<file path="config.mk">
export PLATFORM = sky130hd
export DESIGN_NAME = signed_sum_display
export DESIGN_NICKNAME = d
export VERILOG_FILES = /design/src/rtl/signed_sum_display.sv
export SDC_FILE = /design/constraint.sdc
export NUM_CORES = 1
export LEC_CHECK = 0
export ABC_AREA = 1
export BUFFER_PORTS_ARGS = -buffer_cell sky130_fd_sc_hd__clkbuf_2
export CAP_MARGIN = 5
export CORE_MARGIN = 8
export CORE_UTILIZATION = 44
export DETAILED_ROUTE_END_ITERATION = 16
export PLACE_DENSITY = 0.75
export SETUP_SLACK_MARGIN = 0.15
export SLEW_MARGIN = 20
export SYNTH_ARGS = -nofsm -noshare
export SYNTH_HDL_FRONTEND = slang
export SYNTH_SLANG_ARGS = --single-unit
export TNS_END_PERCENT = 5
</file>
<file path="constraint.sdc">
create_clock -name clk -period 6.5 [get_ports clk]
set_input_delay 0.975 -clock clk [delete_from_list [all_inputs] [get_ports clk]]
set_output_delay 0.975 -clock clk [all_outputs]
set_load 0.1 [all_outputs]
</file>
<file path="src/rtl/signed_sum_display.sv">
// signed_sum_display: captures a 5-bit two's-complement sum on a load strobe
// and scans it as sign/tens/ones onto a 4-digit common-anode 7-seg display.
// Build option: define SUM_DISPLAY_ZERO_BLANK_EN to blank a zero tens digit.
module signed_sum_display #(
  parameter int REFRESH_DIV = 100000
) (
  input  logic       clk,
  input  logic       rst,
  input  logic       load,
  input  logic [4:0] sum,
  output logic [3:0] an,
  output logic [6:0] seg
);

  localparam int            CW      = $clog2(REFRESH_DIV);
  localparam logic [CW-1:0] CNT_MAX = CW'(REFRESH_DIV - 1);

  // Digit codes beyond 0..9 used internally for the non-numeric glyphs.
  localparam logic [3:0] D_MINUS = 4'hA;
  localparam logic [3:0] D_BLANK = 4'hF;

  logic [4:0]    val;
  logic [CW-1:0] cnt;
  logic [1:0]    idx;

  logic       neg;
  logic [4:0] mag;
  logic       tens;
  logic [3:0] ones;
  logic [3:0] dig;
  logic [3:0] an_nxt;

  // Active-low segment pattern {g,f,e,d,c,b,a} for a digit code.
  function automatic logic [6:0] seg7(input logic [3:0] d);
    logic [6:0] s;
    case (d)
      4'd0:    s = 7'b1000000;
      4'd1:    s = 7'b1111001;
      4'd2:    s = 7'b0100100;
      4'd3:    s = 7'b0110000;
      4'd4:    s = 7'b0011001;
      4'd5:    s = 7'b0010010;
      4'd6:    s = 7'b0000010;
      4'd7:    s = 7'b1111000;
      4'd8:    s = 7'b0000000;
      4'd9:    s = 7'b0010000;
      D_MINUS: s = 7'b0111111;
      default: s = 7'b1111111;
    endcase
    return s;
  endfunction

  // Sign/magnitude and decimal split of the held value. Magnitude tops out at
  // 16, so tens is a single bit; ones is done mod 16, which maps 16 -> 6.
  always_comb begin
    neg  = val[4];
    mag  = neg ? (5'd0 - val) : val;
    tens = (mag >= 5'd10);
    ones = tens ? (mag[3:0] - 4'd10) : mag[3:0];
  end

  // Pick the glyph for the currently selected digit position.
  always_comb begin
    dig = D_BLANK;
    case (idx)
      2'd0: dig = ones;
`ifdef SUM_DISPLAY_ZERO_BLANK_EN
      2'd1: dig = tens ? 4'd1 : D_BLANK;
`else
      2'd1: dig = {3'b000, tens};
`endif
      2'd2: dig = neg ? D_MINUS : D_BLANK;
      default: dig = D_BLANK;
    endcase
    an_nxt = ~(4'b0001 << idx);
  end

  // Capture, refresh scan and registered display outputs.
  always_ff @(posedge clk) begin
    if (rst) begin
      val <= '0;
      cnt <= '0;
      idx <= '0;
      an  <= 4'b1111;
      seg <= 7'b1111111;
    end else begin
      if (load) val <= sum;
      an  <= an_nxt;
      seg <= seg7(dig);
      if (cnt == CNT_MAX) begin
        cnt <= '0;
        idx <= idx + 2'd1;
      end else begin
        cnt <= cnt + CW'(1);
      end
    end
  end

endmodule

</file>
Word-level counts from Yosys, hierarchy flattened
Memories as Yosys holds them, arrays and structs flattened. A register that Yosys moved wholly into a read port is not among the register bits.
Cells that the tools add are included.
- logic and storage cells: 21
- ROM bits: 112
- memories kept: 1
- register bits: 28
- memories (name ; depth ; bits a word ; read ports ; clocked after memory_dff ; wr ports ; line ; source):
    (name not given) ; 16 ; 7 ; 1 ; 1 ; 0 ; 36 ; case (d)
- equality and inequality tests: 3
- multiplexer cells: 4
- bitwise operators: 1
- shift-type cells: 1
- reduce and logical (&&, ||, !) cells: 2
- add/sub/neg operators: 4
- $lt $le $gt $ge: 1
- operators by type and width (kind ; number):
    adder 17 x 1 -> 17 bit, second input constant ; 1
    == test 17 bit, second input constant ; 1
    one-hot mux 4 bit (3 select lines) ; 1
    >= comparator 5 x 4 -> 1 bit, second input constant ; 1
    2-to-1 mux 5 bit ; 1
    subtractor 1 x 5 -> 5 bit, first input constant ; 1
    2-to-1 mux 4 bit ; 1
    NOT 4 bit ; 1
    << shifter 1 x 2 -> 4 bit, first input constant ; 1
    subtractor 4 bit, second input constant ; 1
    2-to-1 mux 3 bit ; 1
    adder 2 x 1 -> 2 bit, second input constant ; 1
    == test 2 x 1 -> 1 bit, second input constant ; 1
    == test 2 bit, second input constant ; 1
    zero test 2 bit ; 1
    OR reduction 2 bit ; 1

Longest topological paths before layout
Gate-level depths: netlist of run 1.
- word-level depth: 5
- depth in mapped cells: 19

Worst setup path before layout of run 1
No wires, ideal clock.
- path type: register to register
- from: register val[1]
- to: register seg[1]
- period minus slack after synthesis: 2.122 ns
- arrival: 2.064 ns
- stages on the path, launching flop included: 16
- slack: 4.378 ns
- data required time: 6.442 ns
- cells stage by stage: dfxtp_1 -> inv_1 -> ha_1 -> nand2_1 -> o21ai_0 -> inv_1 -> ha_1 -> inv_1 -> nand2_2 -> nand3_2 -> nand2_1 -> nand3_1 -> inv_1 -> ha_1 -> or2_1 -> nand2_1
- longest elaborated chain between the ends: 5
- elaborated cells between the ends (all ways): 6
- classes of those cells: add/sub: 2; order compare: 1; mux: 3
- RTL lines (item ; line ; source):
    start, declared ; 22 ; logic [4:0] val;
    start signal, assigned ; 87 ; if (load) val <= sum;
    subtractor 1 x 5 -> 5 bit ; 57 ; mag = neg ? (5'd0 - val) : val;
    2-to-1 mux 5 bit (*) ; 57 ;
    subtractor 4 bit / >= comparator 5 x 4 -> 1 bit (equally long branches) ; 59, 58 ;
    2-to-1 mux 4 bit ; 59 ; ones = tens ? (mag[3:0] - 4'd10) : mag[3:0];
    one-hot mux 4 bit (3 select lines) (*) ; 65 ; case (idx)
    end, declared ; 12 ; output logic [6:0] seg
Mark *: on every way between the ends. The rest lies on a longest branch, timed or not.
A chain may end at the register's enable or synchronous reset.

Worst setup path in the final report of run 1
- from: register val[1]
- to: register seg[3]
Same word-level chain as after synthesis.

==> impl_metrics.toml, run 1 <==
[critical_path]
crit_start = "val[1]"
critPathArrivalTime_ps = 2510
worstSetupPathType = "reg -> reg"
cp_max_fo = 4
worstPathRequired_ps = 6680
cp-start-kind = "register"
cp-end-kind = "register"
r2r_cells = 17
timing.rr.start = "val[1]"

[logic_synthesis]
syn-num-nets = 253
synth_top_family_by_area = "simple AND/OR/NAND/NOR gates"
synth_seq_cells = 35
synth.largest_area_cell = "dfxtp_1"
synth_compound_area_share_pct = 10.2
synth.most_common_cell = "nand2_1"
async_flop_share_pct = 0
synth_common_cells = "nand2_1 (48), dfxtp_1 (35), inv_1 (34), a21oi_1 (16), o21ai_0 (13)"
synth_flop_cell = "dfxtp_1"
syn-instance-count = 233
synth-edff-count = 0
postSynthAreaPerCell_um2 = 7.83
ys_warn_count = 0
synth.area.mux_share_pct = 0
synth_cell_type_count = 31
synthAdderAreaFrac_pct = 8.23
synth.area.top_cells = "dfxtp_1 (38%), nand2_1 (9.9%), ha_1 (8.2%), inv_1 (7.0%), a21oi_1 (4.4%)"
synth.cell_area_um2 = 1820
yosysSeqAreaShare_pct = 38.4
synth-xor-area-share_pct = 3.36
synthSimpleGateAreaFrac_pct = 31.7
synth_top_area_share_pct = 38.4

[sta]
min_period_over_period_pct = 35.8
clock_skew_ps = 9.94
finalHoldViolations = 0
worst_slew_pin_slew_ps = 543
max_freq_ghz = 0.430
period_needed_ps = 2330
final.setup.tns_ps = 0
finalSetupViolCount = 0
rsz0062_at_grt = "no"
worst_slack_ps = 4170
relSlewSlack_pct = 64.0
drv_slew = 0

[layout]
area_growth_pct = 13.9
drive_above_1_share_pct = 18.0
fill_cells = 395
finalNetCount = 275
final_area_um2 = 2080
diodes = 0

[routing]
drc = 0
wl_per_cell_um = 10.5
ant_nets = 0
drt-vias-per-instance = 4.87
firstDrtPassIters = 4
totalWireLength_um = 3220
drt_iter0_drc = 61
dr_total_vias = 1491

[placement]
placed_area_um2 = 1960
port_buffers = 18
gp_congestion = 0.838
pre_cts_slack_ps = 4170
dp_hpwl_um = 2500

[global_route]
grt_pass1_wl_um = 5950
grt_max_degree = 13
overflow = 0
grt_antenna_before_repair = 0
grt.total_usage_pct = 11.3
grt_pass1_vias = 1472

[pwr]
pwr-share-clk_pct = 35.0
power_density_nw_per_um2 = 278
ir_worst_vdd_uv = 119
p_switching_mw = 0.196
internal_power_mw = 0.381
total_power_mw = 0.577
p_seq_share_pct = 40.2
power.leakage_nw = 0.983
switching_share_pct = 33.9
combPwrFrac_pct = 24.8

[clocking]
postCtsSetupBuffers = 0
holdBufCountCts = 0
clkTransAtPathRegs_ps = 70
h-tree-depth = 2
cts_buffers = 5
cts_max_path_buffers = 2
clockRootBuffer = "clkbuf_8"
cts_resized = 0
cts_tree = "built"
cts.sinks = 35
worstSkewPairLatency_ps = 290

[hold_path]
hp-start = "cnt[0]"
hp-class = "reg -> reg"
hold-path-cell-count = 1

[floorplan]
design.die.area_um2 = 6460
die_h_um = 80.4
die_w_um = 80.4
coreArea_um2 = 4000
num_io_pins = 19
start_util_pct = 45.6
placementRows = 23

[run]
cap_violations = 0

[status]
status = "complete, no violations"
-- cells by family after synthesis --
| logic type | Yosys count |
|---|---|
| simple gates | 106 |
| buf+inv | 38 |
| compound gates | 35 |
| flops | 35 |
| fa+ha+maj | 12 |
| xor+xnor | 7 |
-- power groups by stage --
stage                     Clock (mW)  Combinational, mW  Sequential (mW)
after floorplan                    0             0.0563            0.302
after global placement             0              0.142            0.237
after detailed placement           0              0.144            0.237
after CTS                      0.209              0.144            0.232
after global routing           0.216              0.157            0.233
final                          0.202              0.143            0.232
-- area by class of cell --
class	count	area, um^2	area share, %
Multi-Input combinational cell	160	976	47.0
Tap cell	50	62.6	3.01
Timing Repair Buffer	18	90.1	4.33
Inverter	35	131	6.32
Sequential cell	35	701	33.7
Clock inverter	2	35.0	1.69
Clock buffer	6	82.6	3.97
-- flip-flops by register name, summed over array words and instances, names as in the netlist --
register / flops
an: 4
cnt: 17
idx: 2
seg: 7
val: 5
-- metrics by stage --
stage | util [%] | cells | hold WS, ps
floorplan | - | 233 | 418
global placement | 49.0 | 298 | 430
detailed placement | 49.0 | 298 | 437
CTS | 52.0 | 306 | 453
global route | 52.0 | 306 | 473
finish | 52.0 | 306 | 445
-- final timing paths --
kind	slack [ps]	end
worst max-delay path	4170	seg[3]
worst min-delay path	450	cnt[0]
worst max register to register	4170	seg[3]
worst min register to register	450	cnt[0]
-- worst max-delay path: stages, from the launching register on --
cell and delay [ps]:
dfxtp_1 360, inv_1 80, ha_1 280, nand2_1 40, o21ai_0 100, inv_1 90
ha_1 220, inv_1 70, nand2_2 80, nand3_2 80, nand2_1 50, nand3_1 130
inv_1 100, ha_1 310, nand2_1 70, o21ai_0 70, nand2_1 60, nand2_1 40
-- routing by layer --
metal	up-vias	track usage, %	part of all wire, %
li1	802	-	-
met1	662	12.2	44
met2	23	19.8	50
met3	4	4.13	5.2
met4	0	3.82	0.81
met5	-	0	0
-- cells in the final DEF, fill, tap and decap left out, types with 4 or more instances in the layout --
| cell type | n |
|---|---|
| nor3_1 | 5 |
| nor2_4 | 4 |
| nand2_2 | 4 |
| inv_1 | 34 |
| nor2_1 | 12 |
| clkbuf_2 | 18 |
| o21ai_0 | 13 |
| ha_1 | 12 |
| nand3_1 | 12 |
| dfxtp_1 | 35 |
| a21oi_1 | 16 |
| xor2_1 | 5 |
| nand2_1 | 48 |
| nand4_1 | 6 |
| clkbuf_8 | 6 |
| nand3_2 | 4 |
No activity file was read; power rests on OpenSTA's default activity.
==> inputs of run 2 (changes only) <==
ABC_AREA = 0   (was 1)
PLACE_DENSITY = 0.74   (was 0.75)
clock period = 2.4 ns   (was 6.5 ns; I/O delays follow)
==> impl_metrics.toml, run 2 <==
[pwr]
p_seq_share_pct = 41.5
power.leakage_nw = 0.989
combPwrFrac_pct = 30.8
switching_share_pct = 35.4
ir_worst_vdd_uv = 861
pwr-share-clk_pct = 27.7
p_switching_mw = 0.535
internal_power_mw = 0.976
power_density_nw_per_um2 = 631
total_power_mw = 1.51

[sta]
finalHoldViolations = 0
rsz0062_at_grt = "yes"
clock_skew_ps = 9.41
min_period_over_period_pct = 104
max_freq_ghz = 0.401
worst_slew_pin_slew_ps = 596
finalSetupViolCount = 7
drv_slew = 0
worst_slack_ps = -93.3
relSlewSlack_pct = 59.9
final.setup.tns_ps = -416
period_needed_ps = 2490

[critical_path]
timing.rr.start = "val[0]"
reg2reg_to = "seg[2]"
worstSetupPathType = "reg -> reg"
crit_start = "val[0]"
worstPathRequired_ps = 2570
cp-start-kind = "register"
cp-end-kind = "register"
critPathArrivalTime_ps = 2660
cp_max_fo = 6
r2r_cells = 12
r2r_slack_ps = -90

[run]
cap_violations = 0

[routing]
drt-vias-per-instance = 5.09
ant_nets = 0
dr_total_vias = 1584
drc = 0
firstDrtPassIters = 4
wl_per_cell_um = 13.5
totalWireLength_um = 4210
drt_iter0_drc = 86

[logic_synthesis]
ys_warn_count = 0
synth.most_common_cell = "dfxtp_1"
synth.area.top_cells = "dfxtp_1 (37%), ha_1 (7.9%), nor2_1 (6.2%), mux2i_1 (4.8%), xnor2_1 (4.6%)"
syn-num-nets = 233
synth_cell_type_count = 49
yosysSeqAreaShare_pct = 37.1
synth_top_area_share_pct = 37.1
synth-edff-count = 0
postSynthAreaPerCell_um2 = 8.87
synth.cell_area_um2 = 1890
async_flop_share_pct = 0
synth_flop_cell = "dfxtp_1"
synth.largest_area_cell = "dfxtp_1"
syn-instance-count = 213
synth_seq_cells = 35
synth_common_cells = "dfxtp_1 (35), nor2_1 (31), nand2_1 (19), ha_1 (12)"

[layout]
layout_common_cells = "dfxtp_1 (33), nor2_1 (31), buf_4 (28)"
final_common_cell = "dfxtp_1"
largest_register_ffs = 17
finalNetCount = 278
drive_above_1_share_pct = 31.3
reg_top3 = "cnt x17, seg x7, val x5"
regMostFlops = "cnt"
diodes = 0
area_growth_pct = 26.8

[global_route]
overflow = 0
grt_antenna_before_repair = 0
grt.total_usage_pct = 14.2
grt_pass1_vias = 1628
grt_max_degree = 17
grt_pass1_wl_um = 7440

[clocking]
cts_buffers = 5
holdBufCountCts = 0
clockRootBuffer = "clkbuf_8"
cts.sinks = 35
clkTransAtPathRegs_ps = 80
cts_max_path_buffers = 2
worstSkewPairLatency_ps = 290
cts_tree = "built"
h-tree-depth = 2

[placement]
port_buffers = 18
gp_congestion = 0.844
dp_hpwl_um = 3120

[status]
status = "finished with violations"
violations = "negative setup slack"

[floorplan]
placementRows = 24
die_w_um = 81.5
coreArea_um2 = 4230
num_io_pins = 19
die_h_um = 81.5
start_util_pct = 44.6
design.die.area_um2 = 6650

[hold_path]
hold-path-cell-count = 3
hold_end = "val[4]"
hp-start = "sum[4]"
hp-class = "in -> reg"
## run 2: cell count changes after synthesis, moves of 5 or more
cell     change
mux2i_1      +9
nand4_1      -5
nor2_1      +19
xnor2_1      +8
o21ai_0     -10
a21oi_1     -12
nand2_1     -29
inv_1       -26
## run 2: cell families after synthesis
logic type | synth area share [%]
XOR/XNOR | 8.81
adder cells (fa/ha/maj) | 7.95
multiplexers | 5.36
buffers and inverters | 4.30
AO/OA/AOI/OAI | 12.1
AND/OR/NAND/NOR | 24.4
flip-flops | 37.1
## run 2: critical path, cell delays in order, from the launching register on
cell      delay [ps]
dfxtp_4          360
inv_4             40
ha_4             160
buf_4            150
nand4b_1         190
o211ai_2         120
buf_4            150
a21oi_2           50
o211ai_1         380
inv_1            130
ha_2             210
and2_1           130
a221o_1          290
## run 2: power by group through the flow
stage	Clock (mW)	Sequential (mW)	Combinational [mW]
2_1_floorplan	0	0.789	0.178
3_3_place_gp	0	0.640	0.435
3_5_place_dp	0	0.639	0.441
4_1_cts	0.437	0.627	0.462
5_1_grt	0.460	0.631	0.496
6_report	0.419	0.627	0.465
## run 2: cell type report
type | count | area (um^2)
Clock inverter | 2 | 11.3
Clock buffer | 6 | 72.6
Inverter | 10 | 41.3
Timing Repair Buffer | 46 | 300
Sequential cell | 35 | 708
Multi-Input combinational cell | 160 | 1200
Tap cell | 52 | 65.1
Fill cell | 381 | 1840
## run 2: metrics by stage
step	util (%)	setup slack (ps)	std cells	hold WS (ps)	area (um^2)
2_1_floorplan	-	-184	213	418	1940
3_3_place_gp	53.2	-54.8	301	434	2250
3_5_place_dp	53.2	-144	301	446	2250
4_1_cts	56.6	-113	311	299	2390
5_1_grt	56.6	-211	311	330	2400
6_report	56.6	-93.3	311	304	2400
## run 2: per-layer routing
layer  up-vias  global-route usage (%)  part of all wire (%)
met4         0                    6.43                   1.7
met5         -                       0                     0
met2        28                    20.1                    42
li1        820                       -                     -
met1       729                    19.4                    51
met3         7                    3.72                   5.0
## run 2: what timing repair did
item | 4_1_cts | 5_1_grt
resized for setup | 11 | 1
pin swaps | 13 | 2
setup buffers | 2 | 0
endpoints found under the setup margin | 7 | 7
## run 2: worst max path at each step
stage | endpoint | slack [ps]
after floorplan | seg[6] | -180
after global placement | seg[6] | -50
after detailed placement | seg[6] | -140
after CTS | seg[6] | -110
after global routing | seg[2] | -210
final | seg[2] | -90
==> inputs of run 3 (changes only) <==
--- a/config.mk
+++ b/config.mk
@@ -8,8 +8,8 @@
 export ABC_AREA = 0
-export BUFFER_PORTS_ARGS = -buffer_cell sky130_fd_sc_hd__clkbuf_2
+export BUFFER_PORTS_ARGS = -buffer_cell sky130_fd_sc_hd__buf_2
 export CAP_MARGIN = 5
 export CORE_MARGIN = 8
-export CORE_UTILIZATION = 44
+export CORE_UTILIZATION = 46
 export DETAILED_ROUTE_END_ITERATION = 16
-export PLACE_DENSITY = 0.74
+export PLACE_DENSITY = 0.77
 export SETUP_SLACK_MARGIN = 0.15
==> constraint.sdc (replaced) <==
create_clock -name clk -period 2.4 [get_ports clk]
set_input_delay 0.24 -clock clk [delete_from_list [all_inputs] [get_ports clk]]
set_output_delay 0.24 -clock clk [all_outputs]
set_load 0.1 [all_outputs]
==> impl_metrics.toml, run 3 (synthesized netlist as in run 2, its figures left out) <==
[placement]
port_buffers = 18
gp_congestion = 0.823
placed_area_um2 = 2200
pre_cts_slack_ps = -118
dp_hpwl_um = 2940

[layout]
reg_top3 = "cnt x17, seg x7, val x5"
final_common_cell = "dfxtp_1"
drive_above_1_share_pct = 29.8
finalNetCount = 274
layout_common_cells = "dfxtp_1 (33), nor2_1 (31), buf_4 (23)"
area_growth_pct = 27.8
final_area_um2 = 2410
regMostFlops = "cnt"
diodes = 0
largest_register_ffs = 17

[sta]
relSlewSlack_pct = 63.5
finalHoldViolations = 0
finalSetupViolCount = 4
max_freq_ghz = 0.401
clock_skew_ps = 10.9
period_needed_ps = 2500
drv_slew = 0
rsz0062_at_grt = "yes"
worst_slew_pin_slew_ps = 543
worst_slack_ps = -96.6
final.setup.tns_ps = -241
min_period_over_period_pct = 104

[clocking]
cts_tree = "built"
holdBufCountCts = 0
cts_buffers = 5
clockRootBuffer = "clkbuf_8"
clkTransAtPathRegs_ps = 80
cts.sinks = 35
cts_max_path_buffers = 2
h-tree-depth = 2
worstSkewPairLatency_ps = 280

[pwr]
internal_power_mw = 1.14
pwr-share-clk_pct = 35.4
power_density_nw_per_um2 = 692
switching_share_pct = 31.6
p_seq_share_pct = 37.5
total_power_mw = 1.67
combPwrFrac_pct = 27.2
ir_worst_vdd_uv = 387
power.leakage_nw = 0.979
p_switching_mw = 0.528

[run]
cap_violations = 0

[floorplan]
die_h_um = 80.1
num_io_pins = 19
coreArea_um2 = 3970
die_w_um = 80.1
placementRows = 23
design.die.area_um2 = 6410
start_util_pct = 47.6

[critical_path]
crit_family = "simple AND/OR/NAND/NOR gates"
cp-end-kind = "register"
crit_start = "val[0]"
slowest_delay_ps = 370
cp-start-kind = "register"
worstSetupPathType = "reg -> reg"
cp_common_cell = "ha_4"
timing.rr.start = "val[0]"
worstPathRequired_ps = 2580
cp_max_fo = 4
cp_cell_sequence = "inv_2 > ha_4 > nor2b_4 > xnor2_2 > ha_2 > o211ai_4 > and4_1 > or3_4 > ha_4 > or3_1 > a31o_1"
critPathArrivalTime_ps = 2680
cp_num_buf_inv = 1
slowest_stage = "or3_4"

[global_route]
overflow = 0
grt_max_degree = 17
top_usage_layer = "met2"
grt_pass1_vias = 1520
grt.total_usage_pct = 13.0
gr-usage-met3_pct = 2.79
grt_use_met1_pct = 15.8
grt_pass1_wl_um = 6820
grt_antenna_before_repair = 0
met2_usage_pct = 22.4

[routing]
dr_total_vias = 1587
drt-vias-per-instance = 5.20
drc = 0
wl_per_cell_um = 13.3
ant_nets = 0
totalWireLength_um = 4050
drt_iter0_drc = 95
firstDrtPassIters = 4

[hold_path]
hp-start = "sum[2]"
hp-class = "in -> reg"

[status]
status = "finished with violations"
violations = "negative setup slack"
==> run 3: tightest hold or removal path: cells and delay by family <==
kind | cells | cell delay (ps)
buffers and inverters | 1 | 80
multiplexers | 1 | 60
AND/OR/NAND/NOR | 1 | 70
==> run 3: through the flow <==
stage	util, %	instances	hold slack [ps]
6_report	60.8	305	197
3_5_place_dp	55.5	293	466
4_1_cts	59.7	304	193
3_3_place_gp	55.5	293	430
5_1_grt	60.8	305	232
2_1_floorplan	-	213	337
==> run 3: layout make-up <==
cell class	instances	area, um^2
multi-input combinational	160	1200
inverter	10	38.8
tap	50	62.6
timing repair buffer	42	274
fill	350	1560
clock buffer	7	97.6
sequential	35	708
clock inverter	1	30.0
==> run 3: metal layers <==
metal,up-vias,routed length [um],share of wire (%)
met3,2,82,2.0
met4,0,23,0.57
met1,751,2000,49
met2,15,1940,48
met5,-,0,0
li1,819,-,-
==> run 3: power groups by stage <==
| stage | sequential, mW | clock, mW | combinational (mW) |
|---|---|---|---|
| 6_report | 0.626 | 0.591 | 0.454 |
| 3_3_place_gp | 0.639 | 0 | 0.413 |
| 4_1_cts | 0.627 | 0.601 | 0.438 |
| 2_1_floorplan | 0.789 | 0 | 0.178 |
| 5_1_grt | 0.630 | 0.624 | 0.483 |
| 3_5_place_dp | 0.639 | 0 | 0.418 |
==> run 3: repair_timing <==
| item | in CTS | in global routing |
|---|---|---|
| resized for setup | 4 | 9 |
| setup endpoints to repair | 7 | 7 |
| pin swaps | 7 | 6 |
| gates cloned | 0 | 0 |
| buffers inserted | 3 | 1 |
==> run 3: worst paths after layout <==
check,end,depth (start not counted),slack (ps)
max,seg[6],11,-100
min,val[2],3,200
max reg2reg,seg[6],11,-100
min reg2reg,cnt[0],1,470
